==> src/rtl/lsu_pkg.sv <==
// Shared LSU encodings: access-size codes and controller FSM states.
// Latency: none (types only).
// Backpressure: n/a.
package lsu_pkg;

    typedef enum logic [1:0] {
        SZ_BYTE = 2'b00,
        SZ_HALF = 2'b01,
        SZ_WORD = 2'b10,
        SZ_RSVD = 2'b11
    } size_e;

    typedef enum logic [1:0] {
        IDLE   = 2'b00,
        ACCESS = 2'b01,
        WAIT   = 2'b10,
        RESP   = 2'b11
    } state_e;

endpackage

==> src/rtl/lsu_load_ext.sv <==
// Sign/zero extension of raw memory read data to the access size.
// Latency: combinational.
// Backpressure: n/a.
module lsu_load_ext
    import lsu_pkg::*;
#(
    parameter int WIDTH = 32
) (
    input  logic [WIDTH-1:0] raw_dat,
    input  size_e            size,
    input  logic             is_unsigned,
    output logic [WIDTH-1:0] ext_dat
);

    always_comb begin
        ext_dat = '0;
        case (size)
            SZ_BYTE: ext_dat = {{(WIDTH-8){raw_dat[7] & ~is_unsigned}}, raw_dat[7:0]};
            SZ_HALF: ext_dat = {{(WIDTH-16){raw_dat[15] & ~is_unsigned}}, raw_dat[15:0]};
            SZ_WORD: ext_dat = raw_dat;
            default: ext_dat = '0;
        endcase
    end

endmodule

==> src/rtl/lsu_ctrl.sv <==
// Load/store controller: one request at a time to a simple data memory (LSU_MISALIGN_TRAP_EN traps misaligned half/word).
// Latency: accept at edge N, response first sampled by the consumer at edge N+2+MEM_LAT.
// Backpressure: req_ready only in IDLE; response held in RESP until rsp_ready.
module lsu_ctrl
    import lsu_pkg::*;
#(
    parameter int WIDTH   = 32,
    parameter int DEPTH   = 20,
    parameter int MEM_LAT = 0
) (
    input  logic             clk,
    input  logic             rst,
    input  logic             req_valid,
    output logic             req_ready,
    input  logic             req_we,
    input  logic [1:0]       req_size,
    input  logic             req_unsigned,
    input  logic [DEPTH-1:0] req_addr,
    input  logic [WIDTH-1:0] req_wdata,
    output logic             rsp_valid,
    input  logic             rsp_ready,
    output logic [WIDTH-1:0] rsp_rdata,
    output logic             rsp_err,
    output logic [DEPTH-1:0] mem_addr,
    output logic [WIDTH-1:0] mem_data_in,
    output logic             mem_wr,
    output logic             mem_rd,
    output logic             mem_one_byte,
    output logic             mem_two_bytes,
    output logic             mem_four_bytes,
    input  logic [WIDTH-1:0] mem_data_out
);

    localparam logic [2:0] LAT = 3'(MEM_LAT);

    state_e           state_q, state_d;
    logic             we_q, we_d;
    size_e            size_q, size_d;
    logic             uns_q, uns_d;
    logic [DEPTH-1:0] addr_q, addr_d;
    logic [WIDTH-1:0] wdata_q, wdata_d;
    logic [2:0]       cnt_q, cnt_d;
    logic [WIDTH-1:0] rdata_q, rdata_d;
    logic             err_q, err_d;

    logic             illegal;
    logic             active;
    logic [WIDTH-1:0] ext_dat;

    lsu_load_ext #(.WIDTH(WIDTH)) u_load_ext (
        .raw_dat     (mem_data_out),
        .size        (size_q),
        .is_unsigned (uns_q),
        .ext_dat     (ext_dat)
    );

    always_comb begin
        illegal = (req_size == SZ_RSVD);
`ifdef LSU_MISALIGN_TRAP_EN
        if ((req_size == SZ_HALF) && req_addr[0])
            illegal = 1'b1;
        if ((req_size == SZ_WORD) && (req_addr[1:0] != 2'b00))
            illegal = 1'b1;
`endif
    end

    always_comb begin
        state_d = state_q;
        we_d    = we_q;
        size_d  = size_q;
        uns_d   = uns_q;
        addr_d  = addr_q;
        wdata_d = wdata_q;
        cnt_d   = cnt_q;
        rdata_d = rdata_q;
        err_d   = err_q;
        case (state_q)
            IDLE: begin
                if (req_valid) begin
                    we_d    = req_we;
                    size_d  = size_e'(req_size);
                    uns_d   = req_unsigned;
                    addr_d  = req_addr;
                    wdata_d = req_wdata;
                    rdata_d = '0;
                    err_d   = illegal;
                    state_d = illegal ? RESP : ACCESS;
                end
            end
            ACCESS: begin
                if (LAT == 3'd0) begin
                    state_d = RESP;
                    rdata_d = we_q ? '0 : ext_dat;
                end else begin
                    state_d = WAIT;
                    cnt_d   = LAT - 3'd1;
                end
            end
            WAIT: begin
                // Memory output is sampled only on the edge leaving the final wait cycle.
                if (cnt_q == 3'd0) begin
                    state_d = RESP;
                    rdata_d = we_q ? '0 : ext_dat;
                end else begin
                    cnt_d = cnt_q - 3'd1;
                end
            end
            RESP: begin
                if (rsp_ready)
                    state_d = IDLE;
            end
            default: state_d = IDLE;
        endcase
    end

    always_ff @(posedge clk or posedge rst) begin
        if (rst) begin
            state_q <= IDLE;
            we_q    <= 1'b0;
            size_q  <= SZ_BYTE;
            uns_q   <= 1'b0;
            addr_q  <= '0;
            wdata_q <= '0;
            cnt_q   <= 3'd0;
            rdata_q <= '0;
            err_q   <= 1'b0;
        end else begin
            state_q <= state_d;
            we_q    <= we_d;
            size_q  <= size_d;
            uns_q   <= uns_d;
            addr_q  <= addr_d;
            wdata_q <= wdata_d;
            cnt_q   <= cnt_d;
            rdata_q <= rdata_d;
            err_q   <= err_d;
        end
    end

    // Memory strobes decode from the state flop only, so they are glitch-free for a whole period.
    assign active         = (state_q == ACCESS) || (state_q == WAIT);
    assign mem_wr         = active & we_q;
    assign mem_rd         = active & ~we_q;
    assign mem_one_byte   = active && (size_q == SZ_BYTE);
    assign mem_two_bytes  = active && (size_q == SZ_HALF);
    assign mem_four_bytes = active && (size_q == SZ_WORD);
    assign mem_addr       = active ? addr_q  : '0;
    assign mem_data_in    = active ? wdata_q : '0;

    assign req_ready = (state_q == IDLE) && !rst;
    assign rsp_valid = (state_q == RESP);
    assign rsp_rdata = rdata_q;
    assign rsp_err   = err_q;

endmodule

==> config.mk <==
export PLATFORM = sky130hd
export DESIGN_NAME = lsu_ctrl
export DESIGN_NICKNAME = d
export VERILOG_FILES = /design/src/rtl/lsu_pkg.sv /design/src/rtl/lsu_load_ext.sv /design/src/rtl/lsu_ctrl.sv
export SDC_FILE = /design/constraint.sdc
export NUM_CORES = 1
export LEC_CHECK = 0
export CAP_MARGIN = 20
export CORE_MARGIN = 8
export CORE_UTILIZATION = 35
export DETAILED_ROUTE_END_ITERATION = 8
export PLACE_DENSITY_LB_ADDON = 0.08
export SYNTH_ARGS = -nofsm -noshare
export SYNTH_HDL_FRONTEND = slang
export SYNTH_HIERARCHICAL = 1
export SYNTH_SLANG_ARGS = --single-unit
==> constraint.sdc <==
create_clock -name clk -period 5.1 [get_ports clk]
set_input_delay 1.53 -clock clk [delete_from_list [all_inputs] [get_ports clk]]
set_output_delay 1.53 -clock clk [all_outputs]
set_load 0.01 [all_outputs]
==> results of run 1 <==
[per-layer routing]
layer  global-route usage  vias to the layer above
met5                    0                        -
met4               0.0568                        2
met3               0.0761                       13
met2                0.226                      122
met1                0.186                     1695
li1                     -                     1691
[tightest hold or removal path, stage by stage, from the launching register on]
cell and delay (ns):
dfrtp_1 0.34, nand2_1 0.05, o21ai_0 0.07
[synthesized netlist by cell type, types with 2 or more instances]
library cell,n
a211o_1,23
and2_1,61
and3b_1,7
buf_2,12
buf_6,4
buf_8,3
clkbuf_1,8
dfrtp_1,94
ha_1,6
inv_1,39
mux2_2,39
mux2_4,18
mux2i_1,33
nand2_1,39
nor2b_1,3
nor2b_4,2
nor3_1,2
o21ai_0,4
[power breakdown]
group	leakage (nW)	internal (W)	switching (W)
Combinational	1.92	0.00143	0.00107
Clock	0.144	0.000394	0.000279
Sequential	1.18	0.00106	0.000206
Total	3.24	0.00289	0.00155
[final cells by class]
| class | count | share of cell area |
|---|---|---|
| sequential | 94 | 0.335 |
| multi-input combinational | 250 | 0.301 |
| clock inverter | 3 | 0.00623 |
| clock buffer | 13 | 0.0356 |
| tap | 176 | 0.0313 |
| inverter | 39 | 0.0212 |
| timing repair buffer | 191 | 0.270 |
[logic make-up (layout without fill, tap and decap cells)]
logic type / Yosys count / count (layout) / share of synthesized area
XOR/XNOR: 1 / 1 / 0.00183
AO/OA/AOI/OAI: 29 / 29 / 0.0489
adder cells (fa/ha/maj): 6 / 6 / 0.0157
flip-flops: 94 / 94 / 0.492
AND/OR/NAND/NOR: 124 / 124 / 0.156
multiplexers: 90 / 90 / 0.217
buffers and inverters: 66 / 246 / 0.0683
[flip-flops by register name, indices dropped and copies added, names as in the netlist]
signal,cells
addr_q,20
cnt_q,3
rsp_err,1
rsp_rdata,32
size_q,2
state_q,2
uns_q,1
wdata_q,32
we_q,1
[cell usage in the layout, fill, tap and decap left out, drive strengths merged, types with 2 or more instances in the layout]
cell type,netlist,layout
clkdlybuf4s50,0,183
dfrtp,94,94
and2,61,61
mux2,57,57
inv,39,39
nand2,39,39
mux2i,33,33
a211o,23,23
clkbuf,8,13
buf,19,8
and3b,7,7
ha,6,6
nor2b,5,5
o21ai,4,4
nor3,3,3
clkinv,0,2
[worst max-delay path by stage]
stage          from  slack, ns         to
2_1_floorplan   rst       1.12  addr_q[0]
4_1_cts         rst       0.86  req_ready
3_5_place_dp    rst       0.87  req_ready
6_report        rst       0.86  req_ready
3_3_place_gp    rst       0.89  req_ready
5_1_grt         rst       0.81  req_ready
[through the flow]
step | hold slack, ns | setup slack (ns)
floorplan | 0.450 | 1.12
global placement | 0.466 | 0.887
detailed placement | 0.482 | 0.866
CTS | 0.497 | 0.862
global route | 0.505 | 0.813
finish | 0.499 | 0.860
==> parameters.txt, run 1 <==
Parameter                              Value

Critical path
  R2R cell count ... 5
  Number of cells on the critical path ... 3
  Kind of critical path ... primary input to primary output
  Worst flop-to-flop path endpoint ... addr_q[9]
  Slowest stage cell on the critical path ... clkdlybuf4s50_1
  Data required time at the worst endpoint ... 3.57 ns
  Signal arrival time at the worst endpoint ... 2.71 ns
  Sequence of cells on the critical path ... clkdlybuf4s50_1 > nor2b_1 > clkdlybuf4s50_1
  Largest driver fanout on the critical path ... 2
  Bufs and invs on worst path ... 2
  Worst setup EP type ... primary output
  Max stage delay on crit path ... 0.55 ns
  Critical path's top delay family ... buffers and inverters
  Startpoint type of the worst setup path ... primary input
  Register-to-register setup slack ... 2.98 ns
  Startpoint of the worst register-to-register path ... state_q[0]
  Most Frequent Cell on Critical Path ... clkdlybuf4s50_1

Run
  Max cap viols ... 0

Global routing
  Total GRT Usage ... 0.152
  Maximum number of pins on one net before global-route repair ... 66
  Global-route congestion overflow total ... 0
  Initial antenna violation count ... 1
  First-pass GRT wire length ... 21.3 mm
  Via count of the first global-routing pass ... 3843

Die
  Initial Util ... 0.360
  Die area ... 17700 um^2
  Placeable Area ... 13300 um^2
  Die boundary height ... 133 um
  Top-level port count ... 184
  Chip width ... 133 um
  Placement row count ... 42

Synthesis
  Synthesized flop and latch total ... 94
  Post-synth cell types ... 31
  Number of warning messages in the yosys log ... 6
  Proportion of synthesized chip area in sequential cells ... 0.492
  Main synth FF type ... dfrtp_1
  Gate count of the mapped netlist ... 410
  Library cell occupying the most area in the post-synthesis netlist ... dfrtp_1
  Netlist area before placement ... 4780 um^2
  Post-synth top area share ... 0.492
  Post-synthesis average cell area ... 11.7 um^2
  Top area cells in the synthesized netlist ... dfrtp_1 49%, mux2_2 9.2%, and2_1 8.0%, mux2i_1 6.9%, mux2_4 5.7%
  Share of async-settable or async-resettable flops after synthesis ... 1.00
  Post-synth EDFFs ... 0
  Net count of the mapped netlist ... 508

Final layout
  Count of fill cells added during filler insertion ... 1224
  Non-filler instance count after layout ... 766
  Post-layout instance area ... 7030 um^2
  Final core utilization ... 0.529
  Combined area of the multi-input logic cells ... 2110 um^2
  Layout cell share with drive strength beyond 1 ... 0.147
  Synthesis-to-layout area growth ... 47.0%
  Sequential Area ... 2350 um^2
  Number of diodes added for antenna fixing ... 0
  Number of nets in the layout ... 683

STA
  Final critical-path share of the clock period ... 0.831
  Max Slew Vio Count ... 0
  Min Tclk post-route ... 4.24 ns
  Count of final setup violators ... 0
  Setup repair after global routing missed its margin ... false
  Worst slew margin ... 0.429
  Post-Route Skew ... 0.00548 ns
  Slew at the pin with the worst max-slew slack ... 0.856 ns
  Max Freq ... 236 MHz
  Final TNS setup ... 0 ns
  Number of hold violations in the final report ... 0

Placed design
  Port Buffer Count ... 183
  Half-perimeter wire length of the detailed placement result ... 9.38 mm
  Routability Congestion ... 0.688
  Placed inst area ... 6730 um^2
  Cell count after placement ... 750

Hold path
  Worst min-delay path category ... flip-flop to flip-flop
  Hold path endpoint ... cnt_q[2]
  Min-Delay Path Depth ... 2
  Min-Delay Startpoint ... cnt_q[2]

Route
  DR vias ... 3523
  Drt wl/cell ... 17.5 um
  DR iter-0 viols ... 109
  Antenna-violating nets left ... 0
  Met2 Routed Length ... 6.07 mm
  M1 WL ... 5.68 mm
  Vias per cell ... 4.60
  Post-Route WL ... 13.4 mm
  Met3 routed WL ... 1.42 mm
  Final routed DRC violation total ... 0
  Drt first pass iters ... 4
  Highest signal layer in the routed design ... met5

Clock tree
  Setup fix buffers added after clock tree synthesis ... 0
  # resized after CTS ... 0
  # hold bufs at CTS ... 0
  CTS root buffer ... clkbuf_16
  Number of CTS-inserted buffers ... 9
  Number of levels the H-tree was split into ... 3
  Buffers from clock root to sink, at most ... 2
  Clock Pin Slew Worst Setup and Hold Paths ... 0.06 ns
  Clock insertion delay at the later pin of the skew report ... 0.34 ns
  Clock Sinks ... 94
  Clock tree from TritonCTS ... yes

Power
  Leakage ... 3.24 nW
  Power Density ... 632 nW/um^2
  Maximum vdd ir drop ... 351 uV
  Total power draw ... 0.00444 W

Run status
  Run status ... complete, no violations
No activity file was read; power rests on OpenSTA's default activity.
==> inputs of run 2 (changes only) <==
- clock period: 5.1 -> 3.9 ns (I/O delays scaled with it)
==> run 2 against run 1 <==
  * Clock power is 31% higher
  * Total power is 32% higher
  * Count of clock-buffer cells in the layout stayed put
  * Clock skew is 0.0032 ns higher
  * Utilization is 0.10 points higher
  * Register-to-register slack worse by 1.2 ns
  * Design area is 0.20% higher
  * Final cell count is 0.26% lower
  * Global-route usage is 0.22 points lower
  * Critical endpoint is now mem_data_in[18]
  * Via count is 0.54% lower
  * Highest routed layer is now met4
  * Sequential power is 31% higher
  * Critical path type is now flip-flop to primary output
==> parameters.txt, run 2 (synthesis gave the netlist of run 1 again) <==
Parameter                              Value

STA
  Max Freq ... 273 MHz
  Max Slew Vio Count ... 0 (unchanged)
  Final critical-path share of the clock period ... 0.938
  Slew at the pin with the worst max-slew slack ... 0.655 ns (-0.201 ns)
  Post-Route Skew ... 0.00866 ns (+0.00318 ns)
  Count of final setup violators ... 0 (unchanged)
  Setup repair after global routing missed its margin ... false
  Min Tclk post-route ... 3.66 ns
  Number of hold violations in the final report ... 0 (unchanged)
  Worst slew margin ... 0.563 (+0.134)
  Final TNS setup ... 0 ns (unchanged)

Placed design
  Port Buffer Count ... 183 (unchanged)
  Half-perimeter wire length of the detailed placement result ... 9.49 mm (+1.2%)
  Routability Congestion ... 0.703 (+2.1%)

Critical path
  Kind of critical path ... flip-flop to primary output
  Signal arrival time at the worst endpoint ... 2.49 ns (-0.22 ns)
  Largest driver fanout on the critical path ... 35 (+33)
  Startpoint type of the worst setup path ... flip-flop
  Worst setup EP type ... primary output
  Data required time at the worst endpoint ... 2.73 ns (-0.84 ns)

Clock tree
  Number of levels the H-tree was split into ... 3 (unchanged)
  Number of CTS-inserted buffers ... 9 (unchanged)
  Buffers from clock root to sink, at most ... 2 (unchanged)
  # resized after CTS ... 0 (unchanged)
  Clock Pin Slew Worst Setup and Hold Paths ... 0.06 ns (about the same)
  # hold bufs at CTS ... 0 (unchanged)
  Setup fix buffers added after clock tree synthesis ... 0 (unchanged)
  CTS root buffer ... clkbuf_16
  Clock tree from TritonCTS ... yes
  Clock Sinks ... 94 (unchanged)
  Clock insertion delay at the later pin of the skew report ... 0.34 ns (about the same)

Run
  Max cap viols ... 0 (unchanged)

Global routing
  Total GRT Usage ... 0.150 (-0.00220)
  Busiest layer in global routing ... met2
  Met1 GRT Util ... 0.176 (-0.0101)
  Met2 demand-to-capacity share in global routing ... 0.232 (+0.00589)
  Via count of the first global-routing pass ... 3845 (+0.052%)
  First-pass GRT wire length ... 21.1 mm (-1.1%)
  Global-route met3 utilization ... 0.0776 (+0.00151)
  Initial antenna violation count ... 0 (-1)
  Maximum number of pins on one net before global-route repair ... 51 (-23%)
  Global-route congestion overflow total ... 0 (unchanged)

Power
  Leakage ... 3.25 nW (+0.15%)
  Power Density ... 830 nW/um^2 (+31%)
  Maximum vdd ir drop ... 336 uV (-4.1%)
  Total power draw ... 0.00584 W (+32%)

Final layout
  Number of diodes added for antenna fixing ... 0 (unchanged)
  Final core utilization ... 0.530 (+0.00104)
  Synthesis-to-layout area growth ... 47.3%
  Most common cell after layout, fill and taps aside ... clkdlybuf4s50_1
  Leading cell types in the layout, fill and taps excluded ... 183 x clkdlybuf4s50_1, 94 x dfrtp_1, 61 x and2_1, 39 x mux2_2
  Count of fill cells added during filler insertion ... 1195 (-2.4%)
  Layout cell share with drive strength beyond 1 ... 0.146 (-0.00120)
  Number of nets in the layout ... 683 (unchanged)

Die
  Die area ... 17700 um^2 (unchanged)
  Top-level port count ... 184 (unchanged)
  Placement row count ... 42 (unchanged)
  Placeable Area ... 13300 um^2 (unchanged)
  Initial Util ... 0.360 (unchanged)
  Chip width ... 133 um (unchanged)
  Die boundary height ... 133 um (unchanged)

Route
  Post-Route WL ... 13.2 mm (-1.1%)
  Final routed DRC violation total ... 0 (unchanged)
  DR vias ... 3504 (-0.54%)
  Drt wl/cell ... 17.3 um (-0.80%)
  Vias per cell ... 4.59 (-0.28%)
  Drt first pass iters ... 4 (unchanged)
  Antenna-violating nets left ... 0 (unchanged)
  DR iter-0 viols ... 155 (+42%)

Run status
  Run status ... complete, no violations

Hold path
  Worst min-delay path category ... flip-flop to flip-flop
## run 2: cell count changes in the layout (fill, tap and decap cells not counted), sizes merged
cell	change
clkinv	-2
## run 2: critical path, stage by stage (launching register included)
cell	delay (ns)
dfrtp_1	0.37
inv_1	0.09
ha_1	0.70
buf_12	0.26
and2_1	0.14
clkdlybuf4s50_1	0.58
## run 2: final cells by class
cell class	instances	area [um^2]	area share
Inverter	39	149	0.0211
Clock buffer	13	260	0.0370
Clock inverter	1	30.0	0.00426
Timing Repair Buffer	191	1920	0.272
Multi-Input combinational cell	250	2110	0.300
Tap cell	176	220	0.0313
Sequential cell	94	2350	0.334
## run 2: path summary, 6_finish.rpt
kind / to / depth (start not counted) / start / slack, ns
worst max-delay path: mem_data_in[18] / 5 / state_q[0] / 0.24
min in group asynchronous: wdata_q[2] / 2 / rst / 1.30
worst min register to register: cnt_q[1] / 2 / cnt_q[1] / 0.48
max in group asynchronous: rsp_rdata[27] / 3 / rst / 1.90
worst max register to register: rsp_rdata[21] / 6 / state_q[0] / 1.75
worst min-delay path: cnt_q[1] / 2 / cnt_q[1] / 0.48
## run 2: per-layer routing
layer | part of all wire | vias to the layer above | routed length [um]
met2 | 0.45 | 114 | 6010
met4 | 0.013 | 0 | 172
met3 | 0.11 | 11 | 1460
li1 | - | 1691 | -
met5 | 0 | - | 0
met1 | 0.42 | 1688 | 5600
## run 2: report_power, final
group          total (W)  switching, W  leakage (nW)  internal (W)
sequential       0.00166      0.000263          1.18       0.00139
clock           0.000881      0.000355         0.142      0.000526
combinational    0.00331       0.00141          1.93       0.00190
total            0.00584       0.00202          3.25       0.00382
## run 2: stage by stage
step                      setup slack (ns)  area (um^2)  hold WS (ns)  instances
after floorplan                      0.281         4780         0.450        410
after global placement               0.422         6750         0.468        750
after detailed placement             0.408         6750         0.475        750
after CTS                            0.173         7040         0.489        764
after global routing                0.0146         7040         0.507        764
final                                0.243         7040         0.484        764
